--- src/rtl/vga_timing_gen.sv ---
// vga_timing_gen: pixel-tick divider, H/V porch-sync FSMs, prefetch address and latency-aligned DAC outputs
module vga_timing_gen #(
  parameter int H_ACTIVE   = 640,
  parameter int H_FP       = 16,
  parameter int H_SYNC     = 96,
  parameter int H_BP       = 48,
  parameter int V_ACTIVE   = 480,
  parameter int V_FP       = 10,
  parameter int V_SYNC     = 2,
  parameter int V_BP       = 33,
  parameter bit H_SYNC_POL = 1'b0,
  parameter bit V_SYNC_POL = 1'b0,
  parameter int CLK_DIV    = 2,
  parameter int COLOR_W    = 10,
  parameter int RD_LAT     = 1
) (
  input  logic                 iClk_50,
  input  logic                 nRst,
  input  logic                 iEn,
  input  logic [3*COLOR_W-1:0] iVGA_colorData,
  output logic [31:0]          oVGA_colorAddress,
  output logic [COLOR_W-1:0]   oVGA_R,
  output logic [COLOR_W-1:0]   oVGA_G,
  output logic [COLOR_W-1:0]   oVGA_B,
  output logic                 oVGA_Clk,
  output logic                 oVGA_Blank,
  output logic                 oVGA_HSync,
  output logic                 oVGA_VSync,
  output logic                 oVGA_Sync,
  output logic                 oLineStart,
  output logic                 oFrameStart
);
  typedef enum logic [1:0] {AV, FP, SP, BP} ph_t;
  localparam int DW = $clog2(CLK_DIV);
  logic clr, tick, h_last, v_last, eol, act;
  logic [DW-1:0] div, div_nx;
  ph_t h_st, h_nx, v_st, v_nx;
  logic [11:0] hc, hc_nx, vc, vc_nx, h_len, v_len;
  logic [2:0] raw, tap;
  assign clr = !nRst || !iEn;
  assign tick = div == DW'(CLK_DIV - 1);
  assign oVGA_Sync = 1'b0;
  always_comb begin
    h_len = h_st == AV ? 12'(H_ACTIVE) : h_st == FP ? 12'(H_FP) : h_st == SP ? 12'(H_SYNC) : 12'(H_BP);
    v_len = v_st == AV ? 12'(V_ACTIVE) : v_st == FP ? 12'(V_FP) : v_st == SP ? 12'(V_SYNC) : 12'(V_BP);
    h_last = hc == h_len - 12'd1;
    v_last = vc == v_len - 12'd1;
    eol = tick && h_st == BP && h_last;
    act = h_st == AV && v_st == AV;
    raw = {act, h_st == SP, v_st == SP};
    div_nx = tick ? '0 : div + DW'(1);
    h_nx = tick && h_last ? ph_t'(h_st + 2'd1) : h_st;
    hc_nx = !tick ? hc : h_last ? 12'd0 : hc + 12'd1;
    v_nx = eol && v_last ? ph_t'(v_st + 2'd1) : v_st;
    vc_nx = !eol ? vc : v_last ? 12'd0 : vc + 12'd1;
  end
  always_ff @(posedge iClk_50) begin
    if (clr) begin
      div <= '0;
      h_st <= AV;
      v_st <= AV;
      hc <= 12'd0;
      vc <= 12'd0;
    end else begin
      div <= div_nx;
      h_st <= h_nx;
      v_st <= v_nx;
      hc <= hc_nx;
      vc <= vc_nx;
    end
  end
  if (RD_LAT == 0) begin : g_nolat
    assign tap = raw;
  end else begin : g_lat
    logic [2:0] dl [RD_LAT];
    always_ff @(posedge iClk_50) begin
      if (clr) begin
        for (int i = 0; i < RD_LAT; i++) dl[i] <= 3'd0;
      end else if (tick) begin
        dl[0] <= raw;
        for (int i = 1; i < RD_LAT; i++) dl[i] <= dl[i-1];
      end
    end
    assign tap = dl[RD_LAT-1];
  end
  always_ff @(posedge iClk_50) begin
    if (clr) begin
      oVGA_colorAddress <= 32'd0;
      oVGA_Clk <= 1'b0;
      oLineStart <= 1'b0;
      oFrameStart <= 1'b0;
      oVGA_Blank <= 1'b0;
      oVGA_HSync <= !H_SYNC_POL;
      oVGA_VSync <= !V_SYNC_POL;
      {oVGA_B, oVGA_G, oVGA_R} <= '0;
    end else begin
      oVGA_Clk <= div_nx >= DW'(CLK_DIV / 2);
      oLineStart <= tick && h_st == AV && hc == 12'd0;
      oFrameStart <= tick && act && hc == 12'd0 && vc == 12'd0;
      if (tick) begin
        oVGA_colorAddress <= act ? {4'd0, vc, 4'd0, hc} : 32'd0;
        oVGA_Blank <= tap[2];
        oVGA_HSync <= tap[1] ? H_SYNC_POL : !H_SYNC_POL;
        oVGA_VSync <= tap[0] ? V_SYNC_POL : !V_SYNC_POL;
        {oVGA_B, oVGA_G, oVGA_R} <= tap[2] ? iVGA_colorData : '0;
      end
    end
  end
endmodule
--- config.mk ---
export PLATFORM = sky130hd
export DESIGN_NAME = vga_timing_gen
export DESIGN_NICKNAME = d
export VERILOG_FILES = /design/src/rtl/vga_timing_gen.sv
export SDC_FILE = /design/constraint.sdc
export NUM_CORES = 1
export LEC_CHECK = 0
export ABC_AREA = 1
export BUFFER_PORTS_ARGS = -buffer_cell sky130_fd_sc_hd__buf_4
export CORE_AREA = 4 4 90 92
export DETAILED_ROUTE_END_ITERATION = 8
export DIE_AREA = 0 0 94 96
export GPL_TIMING_DRIVEN = 0
export PLACE_DENSITY = 0.89
export RECOVER_POWER = 25
export SETUP_SLACK_MARGIN = 0.2
export SYNTH_ARGS = -nofsm -noshare
export SYNTH_HDL_FRONTEND = slang
export SYNTH_SLANG_ARGS = --single-unit
--- constraint.sdc ---
create_clock -name iClk_50 -period 4.6 [get_ports iClk_50]
set_input_delay 0.23 -clock iClk_50 [delete_from_list [all_inputs] [get_ports iClk_50]]
set_output_delay 0.23 -clock iClk_50 [all_outputs]
set_load 0.01 [all_outputs]
# ---- Word-level counts from Yosys, hierarchy flattened
# Memory sizes are Yosys's and may differ from the RTL's.
# Index checks and enable logic that the tools add are counted.
dict set report op_classes {
  order_cmp 1
  n_addsub 7
  eq_ne 7
  n_reduce_logical 18
  n_mux 20
}
# cell count
set ops {}
lappend ops {{30-bit 2-to-1 mux} 1}
lappend ops {{28-bit 2-to-1 mux} 1}
lappend ops {{12-bit by 1-bit adder with 12-bit output, second input constant} 2}
lappend ops {{12-bit equality test} 2}
lappend ops {{12-bit logical NOT} 2}
lappend ops {{12-bit 2-to-1 mux} 2}
lappend ops {{7-bit 2-to-1 mux} 2}
lappend ops {{6-bit 2-to-1 mux} 2}
lappend ops {{10-bit by 1-bit subtractor with 11-bit output, second input constant} 1}
lappend ops {{1-bit logical AND} 10}
lappend ops {{10-bit 2-to-1 mux} 1}
lappend ops {{9-bit by 1-bit subtractor with 10-bit output, second input constant} 1}
lappend ops {{1-bit 2-to-1 mux} 9}
lappend ops {{9-bit 2-to-1 mux} 1}
lappend ops {{2-bit equality test, second input constant} 3}
lappend ops {{2-bit by 1-bit adder with 2-bit output, second input constant} 2}
lappend ops {{2-bit by 1-bit equality test with 1-bit output, second input constant} 2}
lappend ops {{2-bit logical NOT} 2}
lappend ops {{3-bit 2-to-1 mux} 1}
lappend ops {{3-bit OR reduction} 1}
lappend ops {{1-bit logical NOT} 2}
lappend ops {{1-bit adder, second input constant} 1}
lappend ops {{1-bit greater-or-equal comparator, second input constant} 1}
lappend ops {{1-bit logical OR} 1}
dict set report totals {
  register_bits 97
  mem_bits_rw 3
  elab_cells 69
  out_inout_bits 69
  input_bits 33
  mem_count 1
}
# memory depth word_bits read_ports rd_clocked_by_memory_dff write_ports line
set mem_list {}
lappend mem_list {g_lat.dl 1 3 1 0 1 75} ;# logic [2:0] dl [RD_LAT];

# ---- Depth between registers and ports, before layout
# Gate-level depths: netlist of the first run.
dict set report logic_depth {
  depth_word 8
  mapped_depth 13
  mapped_depth_nobuf 13
}

# ---- Least setup slack after synthesis of the first run
# No wires, ideal clock.
dict set report synth_path {
  path_type {reg-to-reg}
  start {register h_st[0]}
  end {register vc[3]}
  t_required_ps 4487
  path_stages_with_launch 12
  synth_period_minus_slack_ps 1742
  slack_ps 2858
  n_path_buf 1
  setup_ps 113
  arrival_time_ps 1629
  path_cell_list {dfxtp_1 > inv_2 > ha_1 > nand2_1 > nand2_1 > nor2_2 > nand3_2 > nor2_8 > nand2_4 > buf_6 > a21oi_2 > nor2_1}
}
dict set report synth_via {
  elab_chain_len 7
  elab_cells_between_ends 11
  classes_between {add/sub (1); eq/ne (4); mux (3); reduce/logical (3)}
}
# element line
set synth_lines {}
lappend synth_lines {{start, declared} 37} ;# ph_t h_st, h_nx, v_st, v_nx;
lappend synth_lines {{start signal, assigned} 66} ;# h_st <= h_nx;
lappend synth_lines {{2-bit equality test} 44} ;# h_len = h_st == AV ? 12'(H_ACTIVE) : h_st == FP ? 12'(H_FP) : h_st == SP ? 12'(H_SYNC) : 12'(H_BP);
lappend synth_lines {{7-bit 2-to-1 mux (2 in a row)} 44}
lappend synth_lines {{10-bit 2-to-1 mux} 44}
lappend synth_lines {{10-bit by 1-bit subtractor with 11-bit output} 46} ;# h_last = hc == h_len - 12'd1;
lappend synth_lines {{12-bit equality test} 46}
lappend synth_lines {{1-bit logical AND *} 48} ;# eol = tick && h_st == BP && h_last;
lappend synth_lines {{end signal, assigned} 69} ;# vc <= vc_nx;
lappend synth_lines {{end, declared} 38} ;# logic [11:0] hc, hc_nx, vc, vc_nx, h_len, v_len;
# Mark *: on every way between the ends. The rest lies on a longest branch, timed or not.
# A chain may end at the register's enable or synchronous reset.

# ---- Worst setup path in the final report of the first run
dict set report layout_path {
  start {register h_st[0]}
  end {register vc[10]}
}
# The elaborated chain is that of the path after synthesis.

==> metrics.log, run 1 <==
INFO  metric grt_first_pass_wirelength = about 17000 um
INFO  metric cts_buffers = 9
INFO  metric final-setup-viol-count = 0
INFO  metric slowest_delay = 0.46 ns
INFO  metric groute.usage.overall = about a quarter
INFO  metric post_synth_instance_area = 4090 sq um
INFO  metric critical_path.endpoint_type = flop
INFO  metric grt_start_max_net_pins = 17
INFO  metric setup_tns = 0 ns
INFO  metric yosys.area.top_type_share = 43.1%
INFO  metric gp_routability_congestion = 0.921
INFO  metric final-hold-violation-count = 0
INFO  metric cts_resized = 0
INFO  metric p_switching = 339 uW
INFO  metric pin_count = 102
INFO  metric number_of_pins_with_negative_max_slew_slack_in_the_final_report = 0
INFO  metric grt_overflow = 0
INFO  metric max_slew.worst_pin.slew = 0.579 ns
INFO  metric timing.critical_path.required = approximately 4.9 ns
INFO  metric drt_iter0_markers = 318
INFO  metric ys_top_cells_by_count = sky130_fd_sc_hd__nand2_1, sky130_fd_sc_hd__dfxtp_1, sky130_fd_sc_hd__nor2_1
INFO  metric internal_power = about 1100 uW
INFO  metric vdd_drop_max = 138 uV
INFO  metric yosysWarningCount = 0
INFO  metric crit_slowest_cell = sky130_fd_sc_hd__dfxtp_1
INFO  metric final-instance-count-excl-fill = between 700 and 800
INFO  metric critical-path-top-delay-family = simple AND/OR/NAND/NOR gates
INFO  metric layout_min_cycle_time = 2.15 ns
INFO  metric number_of_clock_sinks_seen_by_cts = 91
INFO  metric min_period_over_period = about 47%
INFO  metric cp_cell_instances = inv_2 > ha_1 > nand2_1 > nand2_1 > nor2_1 > nand3_1 > nor3_4 > nand3_1 > a21oi_1
INFO  metric leakage = 0.00214 uW
INFO  metric p_clk_share = 39.5%
INFO  metric p_seq_share = 55.5%
INFO  metric achievable-frequency = 0.465 GHz
INFO  metric clock_latency = 0.37 ns
INFO  metric critPathArrivalTime = 2.44 ns
INFO  metric maxcap_violations = 0
INFO  metric sw_frac_of_total = 23.5%
INFO  metric floorplan.initialDensity = 56.7%
INFO  metric path_clk_slew = 0.09 ns
INFO  metric post_cts_buffers = 0
INFO  metric wire_per_inst = about 15 um
INFO  metric n_fill_cell = just under 600
INFO  metric comb_power_share = 5.0%
INFO  metric post_route_cells_drive_above_1_share = between 10% and 20%
INFO  metric port_buffers = 92
INFO  metric num_rows = 31
INFO  metric power_density = ~290 nW/um^2
INFO  metric dieHeight = 96 um
INFO  metric timing.max_slew.rel_slack = 61.2%
INFO  metric cts_max_level = 3
INFO  metric detailedPlacementHpwl = 8050 um
INFO  metric synthesized_instance_count = 506
INFO  metric synth.avg_cell_area = 8.08 sq um
INFO  metric critical_path.startpoint_type = flop
INFO  metric synth_largest_area_cell = sky130_fd_sc_hd__dfxtp_1
INFO  metric hold_path_class = input port to flop
INFO  metric core_area = about 7200 sq um
INFO  metric drc = 0
INFO  metric finish.net_count = around 660
INFO  metric cts_tree = done
INFO  metric multi_input_area = 1890 sq um
INFO  metric die_width = 94 um
INFO  metric seq_area_frac_synth = roughly 45%
INFO  metric hold_buffers = 0
INFO  metric critical_path.n_buffers_inverters = 1
INFO  metric synthFlopType = sky130_fd_sc_hd__dfxtp_1
INFO  metric skew = 0.00779 ns
INFO  metric remaining_number_of_nets_flagged_by_the_antenna_check_after_routing = 0
INFO  metric drt-vias-per-instance = approximately 5.4
INFO  metric synth_edf_count = 3
INFO  metric grt_pass1_vias = 3627
INFO  metric worstSetupPathType = flop to flop
INFO  metric seqCellArea = ~1900 sq um
INFO  metric wl = 10700 um
INFO  metric floorplan_die_area = around 9000 sq um
INFO  metric worstPathMaxFanout = 7
INFO  metric cts-root-to-sink-buffers = 2
INFO  metric placed_cells = 705
INFO  metric number_of_synthesized_register_bits = 91
INFO  metric setup.reg_to_reg.worst_slack = approximately 2.5 ns
INFO  metric yosysUniqueCellTypes = 39
INFO  metric overall_via_count_from_detail_route = between 3000 and 4000
INFO  metric synth_most_common_cell = sky130_fd_sc_hd__nand2_1
INFO  metric rsz0062_at_grt = false
INFO  metric antenna_violations_before_repair = 0
INFO  metric clock-root-buffer = sky130_fd_sc_hd__clkbuf_8
INFO  metric syn_to_final_growth = 22.3%
INFO  metric largest_cells_by_area_after_synthesis = sky130_fd_sc_hd__dfxtp_1, sky130_fd_sc_hd__nand2_1, sky130_fd_sc_hd__a32o_1
INFO  metric diodes = 0
INFO  metric drt_first_pass_iters = 6
INFO  metric outcome = finished clean
INFO  metric async_set_or_reset_flop_fraction_in_the_synthesized_netlist = 0%
## through the flow
step           util [%]  instance area, sq um  hold slack, ns  setup WS, ns  total power [uW]
6_report           69.4                  5000           0.111          2.45              1440
5_1_grt            69.4                  5000           0.109          2.30              1480
4_1_cts            71.3                  5140           0.104          2.51              1440
3_5_place_dp       68.4                  4930           0.419          2.52               890
3_3_place_gp       68.4                  4930           0.401          2.58               888
2_1_floorplan         -                  4120           0.398          2.86               852
## flip-flops by register name, summed over array words and instances (netlist names)
name               flops
oVGA_colorAddress     24
oVGA_HSync             1
g_lat.dl               3
oVGA_R                10
oVGA_B                10
oVGA_VSync             1
oFrameStart            1
oLineStart             1
oVGA_Blank             1
hc                    12
v_st                   2
vc                    12
h_st                   2
div                    1
oVGA_G                10
## final cells by class
cell class              count  area share, %
flip-flops and latches     91           37.0
clock buffers              10           2.75
well taps                  99           2.48
multi-input cells         339           37.7
inverters                  54           4.05
clock inverters             6           1.40
repair buffers             92           11.0
plain buffers              30           3.55
## final timing paths
kind / from / to / cells past startpoint
worst max register to register: h_st[0]$_SDFFE_PP0P_ / vc[10]$_SDFFE_PP0P_ / 9
worst min-delay path: iVGA_colorData[22] / oVGA_B[2]$_SDFFE_PP0P_ / 2
worst min register to register: g_lat.dl[0][0]$_SDFFCE_PN0P_ / oVGA_VSync$_SDFFE_PP1P_ / 1
worst max-delay path: h_st[0]$_SDFFE_PP0P_ / vc[10]$_SDFFE_PP0P_ / 9
## power by group through the flow
| stage | sequential (uW) | clock [uW] | combinational (uW) |
|---|---|---|---|
| floorplan | 818 | 0 | 34.6 |
| detailed placement | 817 | 0 | 72.9 |
| finish | 798 | 568 | 72.1 |
| global placement | 817 | 0 | 71.3 |
| CTS | 798 | 571 | 73.2 |
| global route | 799 | 606 | 79.0 |
## worst reg2reg max path: stages (launching register included)
cell                      delay (ns)
sky130_fd_sc_hd__dfxtp_1        0.46
sky130_fd_sc_hd__inv_2          0.13
sky130_fd_sc_hd__ha_1           0.36
sky130_fd_sc_hd__nand2_1        0.09
sky130_fd_sc_hd__nand2_1        0.06
sky130_fd_sc_hd__nor2_1         0.10
sky130_fd_sc_hd__nand3_1        0.19
sky130_fd_sc_hd__nor3_4         0.39
sky130_fd_sc_hd__nand3_1        0.13
sky130_fd_sc_hd__a21oi_1        0.17
## kinds of logic (layout without fill, tap and decap cells)
| group | after synthesis | after routing | share of synthesized area, % |
|---|---|---|---|
| and+or+nand+nor | 230 | 230 | 25.2 |
| DFF | 91 | 91 | 45.3 |
| buffers and inverters | 84 | 192 | 9.30 |
| AOI/OAI and AO/OA | 74 | 74 | 13.3 |
| adders and majority gates | 14 | 14 | 4.28 |
| xor gates and xnor gates | 12 | 12 | 2.57 |
| other | 1 | 9 | 0.0917 |
## metal layers
layer  global-route usage [%]  wire, um  vias up
met3                     4.07       884       32
met1                     28.9      4580     1805
li1                         -         -     1883
met2                     41.0      5010      185
met5                        0         0        -
met4                     9.03       243        0
## cells in the final DEF, fill, tap and decap left out, types with 3 or more instances in the layout
cell type and count:
sky130_fd_sc_hd__ha_1 14, sky130_fd_sc_hd__xor2_1 11, sky130_fd_sc_hd__a32o_1 31, sky130_fd_sc_hd__nor2_2 4
sky130_fd_sc_hd__nand3_1 27, sky130_fd_sc_hd__dfxtp_1 88, sky130_fd_sc_hd__nand2_2 4, sky130_fd_sc_hd__edfxtp_1 3
sky130_fd_sc_hd__nor4_1 3, sky130_fd_sc_hd__nand4_1 7, sky130_fd_sc_hd__nor2_1 55, sky130_fd_sc_hd__a21oi_2 3
sky130_fd_sc_hd__inv_1 48, sky130_fd_sc_hd__clkbuf_8 10, sky130_fd_sc_hd__buf_2 11, sky130_fd_sc_hd__clkbuf_1 42
sky130_fd_sc_hd__conb_1 9, sky130_fd_sc_hd__nand2_1 111, sky130_fd_sc_hd__a21oi_1 8, sky130_fd_sc_hd__o21ai_0 28
sky130_fd_sc_hd__buf_4 64, sky130_fd_sc_hd__inv_2 5, sky130_fd_sc_hd__nor3_1 9
Power figures use the tool's default switching activity.
==> inputs of run 2 (changes only) <==
CORE_AREA = 4 4 93 95   (was 4 4 90 92)
DIE_AREA = 0 0 97 99   (was 0 0 94 96)
PLACE_DENSITY = 0.85   (was 0.89)
clock period = 2.12 ns   (was 4.6 ns; I/O delays follow)
==> run 2 against run 1 <==
Effect of this change:
- hold slack got worse by 0.093 ns
- critical path depth increased by 3
- flip-flop and latch count unchanged
- first-iteration DRC count decreased by 3.8%
- worst setup slack got worse by 2.2 ns
- critical path type unchanged
- critical endpoint is now vc[6]$_SDFFE_PP0P_
- largest cell class unchanged
- highest routed layer unchanged
==> metrics.log, run 2 (synthesis results as in run 1) <==
INFO  metric overall_via_count_from_detail_route = 3989
INFO  metric placed_cells = ~710
INFO  metric timing.critical_path.mode_cell = sky130_fd_sc_hd__nor2_1
INFO  metric r2r.worst_path.cells = 12
INFO  metric wl = 11600 um
INFO  metric reg_top3 = oVGA_colorAddress x24, hc x12, vc x12
INFO  metric drt_first_pass_iters = 6
INFO  metric n_fill_cell = 619
INFO  metric layout_min_cycle_time = between 1.5 and 2 ns
INFO  metric clock_latency = between 0.3 and 0.4 ns
INFO  metric core_area = 7730 sq um
INFO  metric vdd_drop_max = 309 uV
INFO  metric syn_to_final_growth = 29.2%
INFO  metric m1WireLength = approximately 5000 um
INFO  metric dieHeight = 99 um
INFO  metric hold_start = iVGA_colorData[20]
INFO  metric grt_start_max_net_pins = 18
INFO  metric cp_cell_instances = inv_6 > ha_4 > inv_1 > nand2_1 > nand3_1 > nor2_1 > nand2_2 > nor2_8 > nand2_4 > buf_6 > nor2_2 > nor2_1
INFO  metric port_buffers = 92
INFO  metric power.total = 3050 uW
INFO  metric maxcap_violations = 0
INFO  metric num_rows = 32
INFO  metric outcome = finished clean
INFO  metric number_of_pins_with_negative_max_slew_slack_in_the_final_report = 0
INFO  metric cts_buffers = 9
INFO  metric layout.cells.most_common_list = sky130_fd_sc_hd__nand2_1, sky130_fd_sc_hd__dfxtp_1, sky130_fd_sc_hd__buf_4
INFO  metric cts_max_level = 3
INFO  metric post_route_cells_drive_above_1_share = 19.8%
INFO  metric layout_commonest_cell = sky130_fd_sc_hd__nand2_1
INFO  metric skew = 0.0105 ns
INFO  metric largest_register_ffs = 24
INFO  metric critical_path.endpoint_type = flop
INFO  metric groute.usage.overall = 23.9%
INFO  metric detailedPlacementHpwl = roughly 8000 um
INFO  metric route.met3.wl = roughly 900 um
INFO  metric fin_ws = 0.295 ns
INFO  metric seqCellArea = 1860 sq um
INFO  metric wl_met2 = 5500 um
INFO  metric final-hold-violation-count = 0
INFO  metric cts-root-to-sink-buffers = 2
INFO  metric pin_count = between 100 and 150
INFO  metric critical_path.reg2reg.startpoint = h_st[0]$_SDFFE_PP0P_
INFO  metric power_density = 577 nW/um^2
INFO  metric die_width = between 90 and 100 um
INFO  metric setup_tns = 0 ns
INFO  metric leakage = about 0.0022 uW
INFO  metric number_of_clock_sinks_seen_by_cts = 91
INFO  metric final.hold.worst_slack = 0.0179 ns
INFO  metric cts_tree = done
INFO  metric drc = 0
INFO  metric min_period_over_period = 86.1%
INFO  metric critPathArrivalTime = 2.09 ns
INFO  metric worstPathMaxFanout = 10
INFO  metric floorplan.initialDensity = 52.9%
INFO  metric drt-vias-per-instance = 5.32
INFO  metric grt_overflow = 0
INFO  metric worstSetupPathType = flop to flop
INFO  metric finish.net_count = 690
INFO  metric max_slew.worst_pin.slew = 0.556 ns
INFO  metric path_clk_slew = around 0.1 ns
INFO  metric grt_first_pass_wirelength = 18900 um
INFO  metric antenna_violations_before_repair = 0
INFO  metric wire_per_inst = around 15 um
INFO  metric achievable-frequency = ~0.55 GHz
INFO  metric biggest_register = oVGA_colorAddress
INFO  metric drt_iter0_markers = around 300
INFO  metric setup.worst_path.start = h_st[0]$_SDFFE_PP0P_
INFO  metric rsz0062_at_grt = true
INFO  metric holdPathStages = 2
INFO  metric multi_input_area = 1930 sq um
INFO  metric min_delay_worst_endpoint = oVGA_B[0]$_SDFFE_PP0P_
INFO  metric grt_pass1_vias = 3769
INFO  metric slowest_delay = 0.39 ns
INFO  metric crit_slowest_cell = sky130_fd_sc_hd__dfxtp_4
INFO  metric setup.reg_to_reg.worst_slack = 0.29 ns
INFO  metric final-setup-viol-count = 0
INFO  metric hold_path_class = input port to flop
INFO  metric remaining_number_of_nets_flagged_by_the_antenna_check_after_routing = 0
INFO  metric floorplan_die_area = 9600 sq um
INFO  metric dp_worst_setup_slack = 0.0455 ns
INFO  metric worst_reg2reg_endpoint = vc[6]$_SDFFE_PP0P_
INFO  metric gp_routability_congestion = 0.957
INFO  metric critical_path.startpoint_type = flop
INFO  metric clock-root-buffer = sky130_fd_sc_hd__clkbuf_8
INFO  metric timing.critical_path.required = 2.39 ns
INFO  metric timing.max_slew.rel_slack = a little over three fifths
INFO  metric maxUsedRoutingLayer = met4
INFO  metric final-instance-count-excl-fill = 750
INFO  metric diodes = 0
## run 2: changes by cell type in the layout (fill, tap and decap cells not counted), moves of 2 or more
| cell | before | now |
|---|---|---|
| sky130_fd_sc_hd__nor2_1 | 55 | 53 |
| sky130_fd_sc_hd__clkbuf_1 | 42 | 44 |
| sky130_fd_sc_hd__dfxtp_1 | 88 | 85 |
| sky130_fd_sc_hd__inv_6 | 1 | 3 |
| sky130_fd_sc_hd__ha_1 | 14 | 11 |
| sky130_fd_sc_hd__dfxtp_2 | 0 | 2 |
| sky130_fd_sc_hd__dlygate4sd3_1 | 0 | 24 |
| sky130_fd_sc_hd__ha_4 | 0 | 2 |
| sky130_fd_sc_hd__nor2_2 | 4 | 6 |
## run 2: area by class of cell
class | instances | share of cell area (%)
plain buffers | 30 | 3.36
clock buffers | 10 | 2.42
clock inverters | 6 | 1.07
inverters | 54 | 3.93
multi-input cells | 339 | 36.4
flip-flops and latches | 91 | 35.2
well taps | 102 | 2.42
repair buffers | 118 | 15.2
## run 2: layer usage
layer / vias to the layer above / GRT usage (%)
met1: 1834 / 30.7
li1: 1928 / -
met4: 0 / 7.88
met5: - / 0
met3: 23 / 4.60
met2: 204 / 40.4
## run 2: through the flow
stage               util, %  instance area [sq um]
floorplan                 -                   4120
global placement       63.9                   4940
detailed placement     63.9                   4940
CTS                    69.8                   5390
global route           68.4                   5280
finish                 68.4                   5280
## run 2: critical path, delay by kind of cell (launching register included)
| family | cells | cell delay (ns) |
|---|---|---|
| and+or+nand+nor | 8 | 0.80 |
| DFF | 1 | 0.39 |
| adders and majority gates | 1 | 0.27 |
| buffers and inverters | 3 | 0.25 |
## run 2: worst max path at each step
stage / end / slack [ns]
after floorplan: vc[3]$_SDFFE_PP0P_ / 0.38
after global placement: v_st[0]$_SDFFE_PP0P_ / 0.04
after detailed placement: vc[9]$_SDFFE_PP0P_ / 0.05
after CTS: vc[9]$_SDFFE_PP0P_ / 0.21
after global routing: v_st[1]$_SDFFE_PP0P_ / 0.17
final: vc[6]$_SDFFE_PP0P_ / 0.29
## run 2: what timing repair did
| action | 4_1_cts | 5_1_grt |
|---|---|---|
| setup buffers | 0 | 2 |
| endpoints found under the hold margin | 24 | 0 |
| resized for setup | 5 | 9 |
| setup endpoints to repair | 36 | 43 |
| hold buffers | 24 | 0 |
| pin swaps | 3 | 1 |
| cloned | 0 | 0 |
## run 2: power breakdown
group / switching [uW] / internal (uW)
registers: 6.03 / 1730
logic: 101 / 98.5
clock network: 667 / 454
total: 773 / 2280
